## src/rtl/fetch_stage_pkg.sv

```systemverilog
// Shared CPU package: fetch FSM encoding, fetch defaults, ALU opcodes.
package fetch_stage_pkg;

  localparam int XLEN = 32;

  // Fetch FSM states: issuing requests, parked on a stalled word, or
  // waiting out a request whose data will be thrown away.
  typedef enum logic [1:0] {
    ST_REQ  = 2'd0,
    ST_HOLD = 2'd1,
    ST_DROP = 2'd2
  } fetch_state_e;

  localparam logic [XLEN-1:0] NOP_INSTR_DEFAULT = 32'h0000_0000;
  localparam logic [XLEN-1:0] RESET_PC_DEFAULT  = 32'h0000_1000;

  // ALU opcode constants used by the execute stage.
  typedef enum logic [3:0] {
    ALU_ADD  = 4'd0,
    ALU_SUB  = 4'd1,
    ALU_AND  = 4'd2,
    ALU_OR   = 4'd3,
    ALU_XOR  = 4'd4,
    ALU_SLL  = 4'd5,
    ALU_SRL  = 4'd6,
    ALU_SRA  = 4'd7,
    ALU_SLT  = 4'd8,
    ALU_SLTU = 4'd9
  } alu_op_e;

  // Force an address onto a word boundary.
  function automatic logic [XLEN-1:0] word_align(input logic [XLEN-1:0] addr);
    return {addr[XLEN-1:2], 2'b00};
  endfunction

endpackage

```

## src/rtl/fetch_stage_if.sv

```systemverilog
// Instruction-memory request/response bus between fetch and the cache/MMU.
interface fetch_stage_if;
  import fetch_stage_pkg::*;

  logic            imem_req;
  logic [XLEN-1:0] imem_addr;
  logic            imem_ready;
  logic [XLEN-1:0] imem_data;

  modport master (output imem_req, imem_addr, input imem_ready, imem_data);
  modport slave  (input imem_req, imem_addr, output imem_ready, imem_data);
endinterface

```

## src/rtl/fetch_skid_buf.sv

```systemverilog
// One-entry skid buffer holding a fetched word while decode is stalled.
module fetch_skid_buf
  import fetch_stage_pkg::*;
(
  input  logic            clk,
  input  logic            reset,
  input  logic            load,
  input  logic            clear,
  input  logic [XLEN-1:0] data_in,
  input  logic [XLEN-1:0] pc_in,
  output logic [XLEN-1:0] data_out,
  output logic [XLEN-1:0] pc_out,
  output logic            valid
);

  logic [XLEN-1:0] data_reg;
  logic [XLEN-1:0] pc_reg;
  logic            valid_reg;

  // Capture on load; clear wins so a flush never leaves a stale entry.
  always_ff @(posedge clk or negedge reset) begin
    if (!reset) begin
      data_reg  <= '0;
      pc_reg    <= '0;
      valid_reg <= 1'b0;
    end else if (clear) begin
      valid_reg <= 1'b0;
    end else if (load) begin
      data_reg  <= data_in;
      pc_reg    <= pc_in;
      valid_reg <= 1'b1;
    end
  end

  assign data_out = data_reg;
  assign pc_out   = pc_reg;
  assign valid    = valid_reg;

endmodule

```

## src/rtl/fetch_stage.sv

```systemverilog
// Instruction fetch stage: sequential PC, stall skid buffer, branch redirect.
module fetch_stage
  import fetch_stage_pkg::*;
#(
  parameter logic [XLEN-1:0] RESET_PC  = RESET_PC_DEFAULT,
  parameter logic [XLEN-1:0] NOP_INSTR = NOP_INSTR_DEFAULT
) (
  input  logic               clk,
  input  logic               reset,
  input  logic               stall_in,
  input  logic               branch_taken,
  input  logic [XLEN-1:0]    branch_target,
  fetch_stage_if.master      imem,
  output logic [XLEN-1:0]    ir,
  output logic [XLEN-1:0]    pc_out,
  output logic               valid_out
);

  fetch_state_e    state_reg, state_next;
  logic [XLEN-1:0] pc_reg, pc_next;
  logic [XLEN-1:0] target_reg, target_next;
  logic [XLEN-1:0] ir_reg, ir_next;
  logic [XLEN-1:0] pc_out_reg, pc_out_next;
  logic            valid_reg, valid_next;

  logic            skid_load, skid_clear, skid_valid;
  logic [XLEN-1:0] skid_data, skid_pc;

  fetch_skid_buf u_skid (
    .clk      (clk),
    .reset    (reset),
    .load     (skid_load),
    .clear    (skid_clear),
    .data_in  (imem.imem_data),
    .pc_in    (pc_reg),
    .data_out (skid_data),
    .pc_out   (skid_pc),
    .valid    (skid_valid)
  );

  // No request while in reset or while parked on a stalled word.
  assign imem.imem_req  = reset && (state_reg != ST_HOLD);
  assign imem.imem_addr = pc_reg;

  assign ir        = ir_reg;
  assign pc_out    = pc_out_reg;
  assign valid_out = valid_reg;

  // State and output registers.
  always_ff @(posedge clk or negedge reset) begin
    if (!reset) begin
      state_reg  <= ST_REQ;
      pc_reg     <= RESET_PC;
      target_reg <= '0;
      ir_reg     <= NOP_INSTR;
      pc_out_reg <= '0;
      valid_reg  <= 1'b0;
    end else begin
      state_reg  <= state_next;
      pc_reg     <= pc_next;
      target_reg <= target_next;
      ir_reg     <= ir_next;
      pc_out_reg <= pc_out_next;
      valid_reg  <= valid_next;
    end
  end

  // Next-state and datapath control; branch beats stall and imem_ready.
  // In DROP the pc stays on the abandoned address so imem_addr is stable,
  // and the redirect target waits in target_reg until the request retires.
  always_comb begin
    state_next  = state_reg;
    pc_next     = pc_reg;
    target_next = target_reg;
    ir_next     = ir_reg;
    pc_out_next = pc_out_reg;
    valid_next  = valid_reg;
    skid_load   = 1'b0;
    skid_clear  = 1'b0;

    if (branch_taken) begin
      ir_next    = NOP_INSTR;
      valid_next = 1'b0;
      skid_clear = 1'b1;
    end

    case (state_reg)
      ST_REQ: begin
        if (branch_taken) begin
          if (imem.imem_ready) begin
            pc_next = word_align(branch_target);
          end else begin
            target_next = word_align(branch_target);
            state_next  = ST_DROP;
          end
        end else if (stall_in) begin
          if (imem.imem_ready) begin
            skid_load  = 1'b1;
            pc_next    = pc_reg + 32'd4;
            state_next = ST_HOLD;
          end
        end else if (imem.imem_ready) begin
          ir_next     = imem.imem_data;
          pc_out_next = pc_reg;
          valid_next  = 1'b1;
          pc_next     = pc_reg + 32'd4;
        end else begin
          ir_next    = NOP_INSTR;
          valid_next = 1'b0;
        end
      end
      ST_HOLD: begin
        if (branch_taken) begin
          pc_next    = word_align(branch_target);
          state_next = ST_REQ;
        end else if (!stall_in && skid_valid) begin
          ir_next     = skid_data;
          pc_out_next = skid_pc;
          valid_next  = 1'b1;
          skid_clear  = 1'b1;
          state_next  = ST_REQ;
        end
      end
      ST_DROP: begin
        if (!stall_in) begin
          ir_next    = NOP_INSTR;
          valid_next = 1'b0;
        end
        if (imem.imem_ready) begin
          pc_next    = branch_taken ? word_align(branch_target) : target_reg;
          state_next = ST_REQ;
        end else if (branch_taken) begin
          target_next = word_align(branch_target);
        end
      end
      default: begin
        state_next = ST_REQ;
      end
    endcase
  end

endmodule
```

## src/flat_wrapper.sv

```systemverilog
// flat-port wrapper written by rule: the top's interface ports become plain ports
module fetch_stage_flat import fetch_stage_pkg::*;
#(
  parameter logic [XLEN-1:0] RESET_PC  = RESET_PC_DEFAULT,
  parameter logic [XLEN-1:0] NOP_INSTR = NOP_INSTR_DEFAULT
)
  (clk, reset, stall_in, branch_taken, branch_target, ir, pc_out, valid_out, imem_imem_req, imem_imem_addr, imem_imem_ready, imem_imem_data);
  fetch_stage_if imem_i ();
  input  logic clk;
  input  logic reset;
  input  logic stall_in;
  input  logic branch_taken;
  input  logic [XLEN-1:0] branch_target;
  output logic [XLEN-1:0] ir;
  output logic [XLEN-1:0] pc_out;
  output logic valid_out;
  output wire logic [$bits(imem_i.imem_req)-1:0] imem_imem_req;
  output wire logic [$bits(imem_i.imem_addr)-1:0] imem_imem_addr;
  input wire logic [$bits(imem_i.imem_ready)-1:0] imem_imem_ready;
  input wire logic [$bits(imem_i.imem_data)-1:0] imem_imem_data;
  assign imem_imem_req = imem_i.imem_req;
  assign imem_imem_addr = imem_i.imem_addr;
  assign imem_i.imem_ready = imem_imem_ready;
  assign imem_i.imem_data = imem_imem_data;
  fetch_stage #(.RESET_PC(RESET_PC), .NOP_INSTR(NOP_INSTR)) u_core (.clk(clk), .reset(reset), .stall_in(stall_in), .branch_taken(branch_taken), .branch_target(branch_target), .imem(imem_i), .ir(ir), .pc_out(pc_out), .valid_out(valid_out));
endmodule
```

## config.mk

```make
export PLATFORM = sky130hd
export DESIGN_NAME = fetch_stage_flat
export DESIGN_NICKNAME = d
export VERILOG_FILES = /design/src/rtl/fetch_stage_pkg.sv /design/src/rtl/fetch_stage_if.sv /design/src/rtl/fetch_skid_buf.sv /design/src/rtl/fetch_stage.sv /design/src/flat_wrapper.sv
export SDC_FILE = /design/constraint.sdc
export NUM_CORES = 1
export LEC_CHECK = 0
export BUFFER_PORTS_ARGS = -buffer_cell sky130_fd_sc_hd__buf_4
export CAP_MARGIN = 30
export CORE_MARGIN = 1.5
export CORE_UTILIZATION = 61
export CTS_CLUSTER_DIAMETER = 60
export DETAILED_ROUTE_END_ITERATION = 10
export GPL_ROUTABILITY_DRIVEN = 0
export GPL_TIMING_DRIVEN = 0
export PLACE_DENSITY = 0.95
export REMOVE_ABC_BUFFERS = 1
export SYNTH_ARGS = -nofsm -noshare
export SYNTH_HDL_FRONTEND = slang
export SYNTH_SLANG_ARGS = --single-unit
```

## constraint.sdc

```tcl
create_clock -name clk -period 6.3 [get_ports clk]
set_input_delay 0.945 -clock clk [delete_from_list [all_inputs] [get_ports clk]]
set_output_delay 0.945 -clock clk [all_outputs]
set_load 0.01 [all_outputs]
```

======== Word-level counts from Yosys, hierarchy flattened ========
Cells that the tools add are included.
W data, S select, Z words.
word-level totals
  register bits after elaboration ......... 196
  input bits .............................. 69
  output and inout port bits .............. 98
  logic and storage cells ................. 91
operators by class
  $add $sub $neg .......................... 1
  equality and inequality tests ........... 17
  muxes and demuxes ....................... 50
  bitwise gates (word level) .............. 1
  reductions and logical operators ........ 13
operator list
  operator                 number
  $mux W32                 21
  $pmux W32 S3             2
  $pmux W32 S2             2
  $add A32 B3 Y32 const B  1
  $ne A2 B2 Y1 const B     9
  $mux W1                  16
  $mux W2                  7
  $ne A3 B3 Y1 const B     3
  $reduce_and A4 Y1        2
  $pmux W2 S3              1
  $reduce_and A6 Y1        1
  $reduce_bool A2 Y1       3
  $reduce_and A5 Y1        1
  $ne A2 B1 Y1 const B     2
  $ne A3 B2 Y1 const B     1
  $pmux W1 S3              1
  $reduce_bool A3 Y1       1
  $eq A2 B1 Y1 const B     1
  $eq A2 B2 Y1 const B     1
  $logic_and A1 B1 Y1      2
  $logic_not A2 Y1         1
  $reduce_and A2 Y1        1
  $logic_not A1 Y1         1
  $not A1 Y1               1

======== Depth between registers and ports, before layout ========
  depth in word-level cells ............... 7
  depth in mapped cells ................... 10
  depth with buffers taken out ............ 7

======== Cells and area by module ========
A second synthesis with hierarchy kept.
unflattened totals
  cell total of the unflattened synthesis .. 868
  area total of the unflattened synthesis .. 9670.5 um^2
by module, submodules not included
  module          times used  cells each  area each (um^2)  seq. area each (um^2)
  fetch_stage     1           729         6936.7            3279.4
  fetch_skid_buf  1           139         2733.9            1626.6

======== Least setup slack after synthesis ========
Ideal clock, no wire load.
  kind .................................... flip-flop to output port
  start ................................... register u_core.state_reg[1]
  end ..................................... output imem_imem_req
  arrival ................................. 1.514 ns
  data required time ...................... 5.355 ns
  slack ................................... 3.841 ns
  cell stages (with the launch flop) ...... 7
  buffers on the path ..................... 3
  path through ............................ dfrtp_1 > inv_1 > ha_1 > buf_2 > buf_2 > buf_2 > nor2b_1
between the ends
  cells in the longest elaborated chain, start to end .. 2
RTL lines
  item                    RTL line            RTL
  from (decl)             fetch_stage.sv:19   fetch_state_e state_reg, state_next;
  from (signal assigned)  fetch_stage.sv:59   state_reg <= state_next;
  $ne A2 B1 Y1            fetch_stage.sv:42   assign imem.imem_req = reset && (state_reg != ST_HOLD);
  $logic_and A1 B1 Y1     fetch_stage.sv:42
  to (decl)               flat_wrapper.sv:17  output wire logic [$bits(imem_i.imem_req)-1:0] imem_imem_req;
Every way passes these cells.

======== Worst setup path in the final report ========
  start ................................... register u_core.state_reg[0]
  end ..................................... register u_core.pc_reg[4] (netlist: u_core.imem.imem_addr[4])
between the ends
  cells in the longest elaborated chain, start to end .. 3
  elaborated cells between the ends (all ways) .. 9
  those cells by class .................... eq/ne: 5; mux: 1; reduce/logical: 3
RTL lines
  item                                                                 RTL line           RTL
  $eq A2 B1 Y1, or another cell as far along                           fetch_stage.sv:87  case (state_reg)
  $ne A2 B2 Y1 (no line) / $reduce_bool A3 Y1 (equally long branches)  -
  $reduce_and A4 Y1 (no line)                                          -
  to (signal assigned)                                                 fetch_stage.sv:60  pc_reg <= pc_next;
  to (decl)                                                            fetch_stage.sv:20  logic [XLEN-1:0] pc_reg, pc_next;
Parallel ways exist; a longest one is shown, timed or not.
A chain may end at the register's enable or synchronous reset.

==> results.md <==
- After the first detailed-routing iteration, the DRC count stood at 998.
- The largest individual stage delay along the critical path comes from the cell sky130_fd_sc_hd__nand2_1.
- The startpoint of the worst register-to-register path is u_core.state_reg[0].
- For this run, the number of Yosys warnings is 0.
- The first TritonRoute pass finished after 6 iterations.
- Adding up every negative setup slack in the final design gives 0 ns.
- The number of max-slew violations in the final report is 0.
- The kind of launch point of the worst setup path is a flip-flop.
- The class of the tightest hold or removal check is input pin to asynchronous set/reset pin.
- Power spread over the standard cell area amounts to 493 nW/um2.
- After detailed routing, the number of vias per cell comes to between 6 and 7.
- The slew at the pin closest to its max-slew limit is 0.956 ns.
- The cell area after synthesis is around 9500 um2.
- The count of cells along the worst register-to-register path is 8.
- The number of diodes is 0.
- Entering global routing, the biggest net connects between 70 and 80 pins.
- The final routed wirelength across all metal layers is ~26000 um.
- The most numerous cell type found on the critical path is sky130_fd_sc_hd__inv_1.
- The number of cell rows is 45.
- The maximum buffer depth of the clock tree is 2.
- The post-route total power is ~5.7 mW.
- The number of DRC violations after detailed routing is 0.
- The startpoint-to-endpoint class of the critical path is flip-flop to flip-flop.
- The arrival time at the worst endpoint is approximately 3.8 ns.
- The CTS tree is yes.
- The capturing point of the worst reg2reg path is u_core.imem.imem_addr[4].
- Once detailed placement completed, the half-perimeter wirelength came to 16400 um.
- From left edge to right edge, the die measures 128 um.
- The final critical path time including I/O delays and setup is 3.41 ns.
- The detailed router placed 8139 vias in this run.
- The CTS buffer count is 17.
- The post-detailed-route count of antenna-violating nets is 0.
- The run finished with clean final reports.
- The die covers 16300 um2.
- The clock tree synthesis step divided the H-tree into 4 levels.
- The number of ports placed on the die boundary is 167.
- In the global route stage, overall resource usage came out at 32.3%.
- The post-placement worst setup slack is slightly below 3 ns.
- The number of violations of the max-capacitance limit is 0.
- In this run the worst setup path terminates at u_core.imem.imem_addr[4].
- The global route total overflow is 0.
- The worst-case headroom to the max-slew limit is 36.2%.
- Setup violations remaining at the end of the flow were counted as 0.
- Dividing the final minimum period by the clock period gives 54.1%.
- The number of sinks driven by the clock tree is 196.
- After synthesis the netlist holds a flip-flop and latch count of 196.
- The maximum clock frequency is 293 MHz.
- The initial utilization of the core area, before any placement, comes to 62.4%.
- The post-layout net count is 1093.
- The global-route wire length before repair is 41100 um.
- The number of global-route vias before repair is 7983.
- The number of different library cells used by synthesis comes to 62.
- Synthesis handed over a netlist of 889 instances.
- Setup repair after global routing left no endpoint under its margin.
- The per-instance average area after synthesis is 10.7 um2.
- Clock-pin slew was measured on the worst setup and hold paths at around 0.070 ns.
- The maximum VDD drop is 0.340 mV.
- The clock root buffer master is sky130_fd_sc_hd__clkbuf_16.
- The total area inside the core boundary comes to approximately 15000 um2.
- Clock skew on the completed layout was measured at 0.0108 ns.
- Of the cells placed in the final design, the portion with a size suffix greater than 1 is 30.9%.
- The critical path goes through inv_1, ha_1, buf_16, inv_1, nand2_1, nor3b_1, a221oi_1, o31ai_1.
- The clock latency on the worst-skew pair is 0.44 ns.
- STA puts the critical path data required time at 6.65 ns.
- The largest single stage delay on the critical path is about 0.6 ns.
- After clock tree synthesis, the setup repair step added 0 buffers.
- In the synthesized netlist the dominant register cell turns out to be sky130_fd_sc_hd__dfrtp_1.
- In this run the worst path has a maximum fanout of 23.
- The launching instance or port of the critical path is u_core.state_reg[0].
- The count of buffers inserted at the top-level ports is 164.
- The analysis attributes to cell leakage a power of 5.10 nW.
- The sequential cell area fraction in the yosys report is 51.7%.
- Across all register-to-register paths, the minimum setup slack is ~2.9 ns.
- In the post-route analysis, the smallest setup slack over all paths is 2.89 ns.
- The worst setup path is captured at a flip-flop.
- The number of enable flip-flop cells after synthesis is 0.
- Once the clock tree was built, the resizer swapped 0 gates to a different size.
- The wire length per cell is 21.4 um.
- The fraction of synthesis flops using an asynchronous set or reset pin is between 90% and 100%.
- The number of antenna violations at the first check in global routing is 0.
- The signed area change from the synthesized netlist to the final layout is 22.4%.
- The final count of hold timing violations is 0.
- The number of hold buffers added after CTS is 0.
- The chip height is roughly 130 um.
[placed cells by master (no fill, tap or decap), types with 5 or more instances in the layout]
master	count
sky130_fd_sc_hd__mux2i_1	38
sky130_fd_sc_hd__nor3_1	6
sky130_fd_sc_hd__nor2_1	54
sky130_fd_sc_hd__mux2_2	96
sky130_fd_sc_hd__nand4_1	7
sky130_fd_sc_hd__buf_8	5
sky130_fd_sc_hd__a31oi_1	5
sky130_fd_sc_hd__buf_6	5
sky130_fd_sc_hd__o31ai_1	8
sky130_fd_sc_hd__inv_1	14
sky130_fd_sc_hd__o21ai_0	71
sky130_fd_sc_hd__nand3_1	10
sky130_fd_sc_hd__nand2b_1	5
sky130_fd_sc_hd__o2bb2ai_1	5
sky130_fd_sc_hd__and2_1	5
sky130_fd_sc_hd__a21oi_1	63
sky130_fd_sc_hd__clkbuf_16	17
sky130_fd_sc_hd__nand2_1	89
sky130_fd_sc_hd__a221oi_1	10
sky130_fd_sc_hd__dfrtp_1	195
sky130_fd_sc_hd__nor4_1	6
sky130_fd_sc_hd__a22oi_1	35
sky130_fd_sc_hd__buf_4	163
sky130_fd_sc_hd__o211ai_1	6
sky130_fd_sc_hd__and3_1	9
sky130_fd_sc_hd__buf_16	5
sky130_fd_sc_hd__a22o_1	7
[report_power, final]
part	leakage, nW	internal [mW]	switching (mW)
clock network	0.305	0.677	0.490
logic	2.37	1.11	1.21
registers	2.42	1.78	0.465
[Yosys cell counts, drive strengths merged (6+ instances only)]
| library cell | number | area (um2) |
|---|---|---|
| nand4 | 7 | 43.8 |
| a21oi | 63 | 315 |
| clkbuf | 38 | 143 |
| o211ai | 6 | 45.0 |
| nand2 | 89 | 334 |
| buf | 30 | 156 |
| mux2i | 38 | 380 |
| nor3 | 8 | 45.0 |
| and3 | 9 | 56.3 |
| nand3 | 12 | 72.6 |
| dfrtp | 195 | 4880 |
| a22oi | 35 | 263 |
| a221oi | 10 | 87.6 |
| o21ai | 71 | 355 |
| mux2 | 96 | 1080 |
| a31oi | 6 | 37.5 |
| nor2 | 55 | 206 |
| a22o | 7 | 61.3 |
| nor4 | 6 | 37.5 |
| inv | 14 | 52.6 |
| o31ai | 8 | 60.1 |
[layout make-up]
class	instances	area [um2]
multi-input cells	611	4280
fillers	950	3590
clock inverters	12	178
flip-flops and latches	196	4910
clock buffers	20	447
inverters	14	52.6
repair buffers	179	1510
well taps	188	235
[through the flow]
step                cells  area (um2)  hold slack [ns]  utilization (%)
floorplan             821        9190            0.450                -
CTS                  1220       11600            0.447             76.4
global route         1220       11600            0.469             76.4
detailed placement   1188       11000            0.470             72.3
finish               1220       11600            0.430             76.4
global placement     1173       10700            0.462             70.1
[critical path: cells and delay by family, from the launching register on]
family	cells	cell delay (ns)
and+or+nand+nor	2	1.00
buffers and inverters	3	0.88
adders and majority gates	1	0.57
AOI/OAI and AO/OA	2	0.35
DFF	1	0.50
[cell families after synthesis]
| family | Yosys count | share of synthesized area (%) |
|---|---|---|
| flops | 196 | 51.7 |
| buf+inv | 82 | 3.71 |
| fa+ha+maj | 5 | 0.660 |
| compound gates | 258 | 18.0 |
| mux | 134 | 15.4 |
| simple gates | 214 | 10.6 |
[metal layers]
layer | track usage (%) | routed length [um] | vias up
li1 | - | - | 3535
met4 | 15.1 | 1190 | 0
met2 | 53.9 | 12900 | 525
met5 | 0 | 0 | -
met3 | 7.30 | 2230 | 115
met1 | 40.4 | 9810 | 3964
[worst min-delay path by stage]
stage / startpoint / end / slack (ns) / cells after the start
after global routing: reset / u_core.u_skid.pc_out[10] / 0.47 / 1
after floorplan: u_core.u_skid.pc_out[0] / u_core.u_skid.pc_out[0] / 0.45 / 2
after detailed placement: u_core.u_skid.pc_out[18] / u_core.u_skid.pc_out[18] / 0.47 / 2
after global placement: u_core.u_skid.pc_out[18] / u_core.u_skid.pc_out[18] / 0.46 / 2
after CTS: reset / u_core.pc_out[6] / 0.45 / 1
final: reset / u_core.u_skid.pc_out[10] / 0.43 / 1
Power figures use the tool's default switching activity.
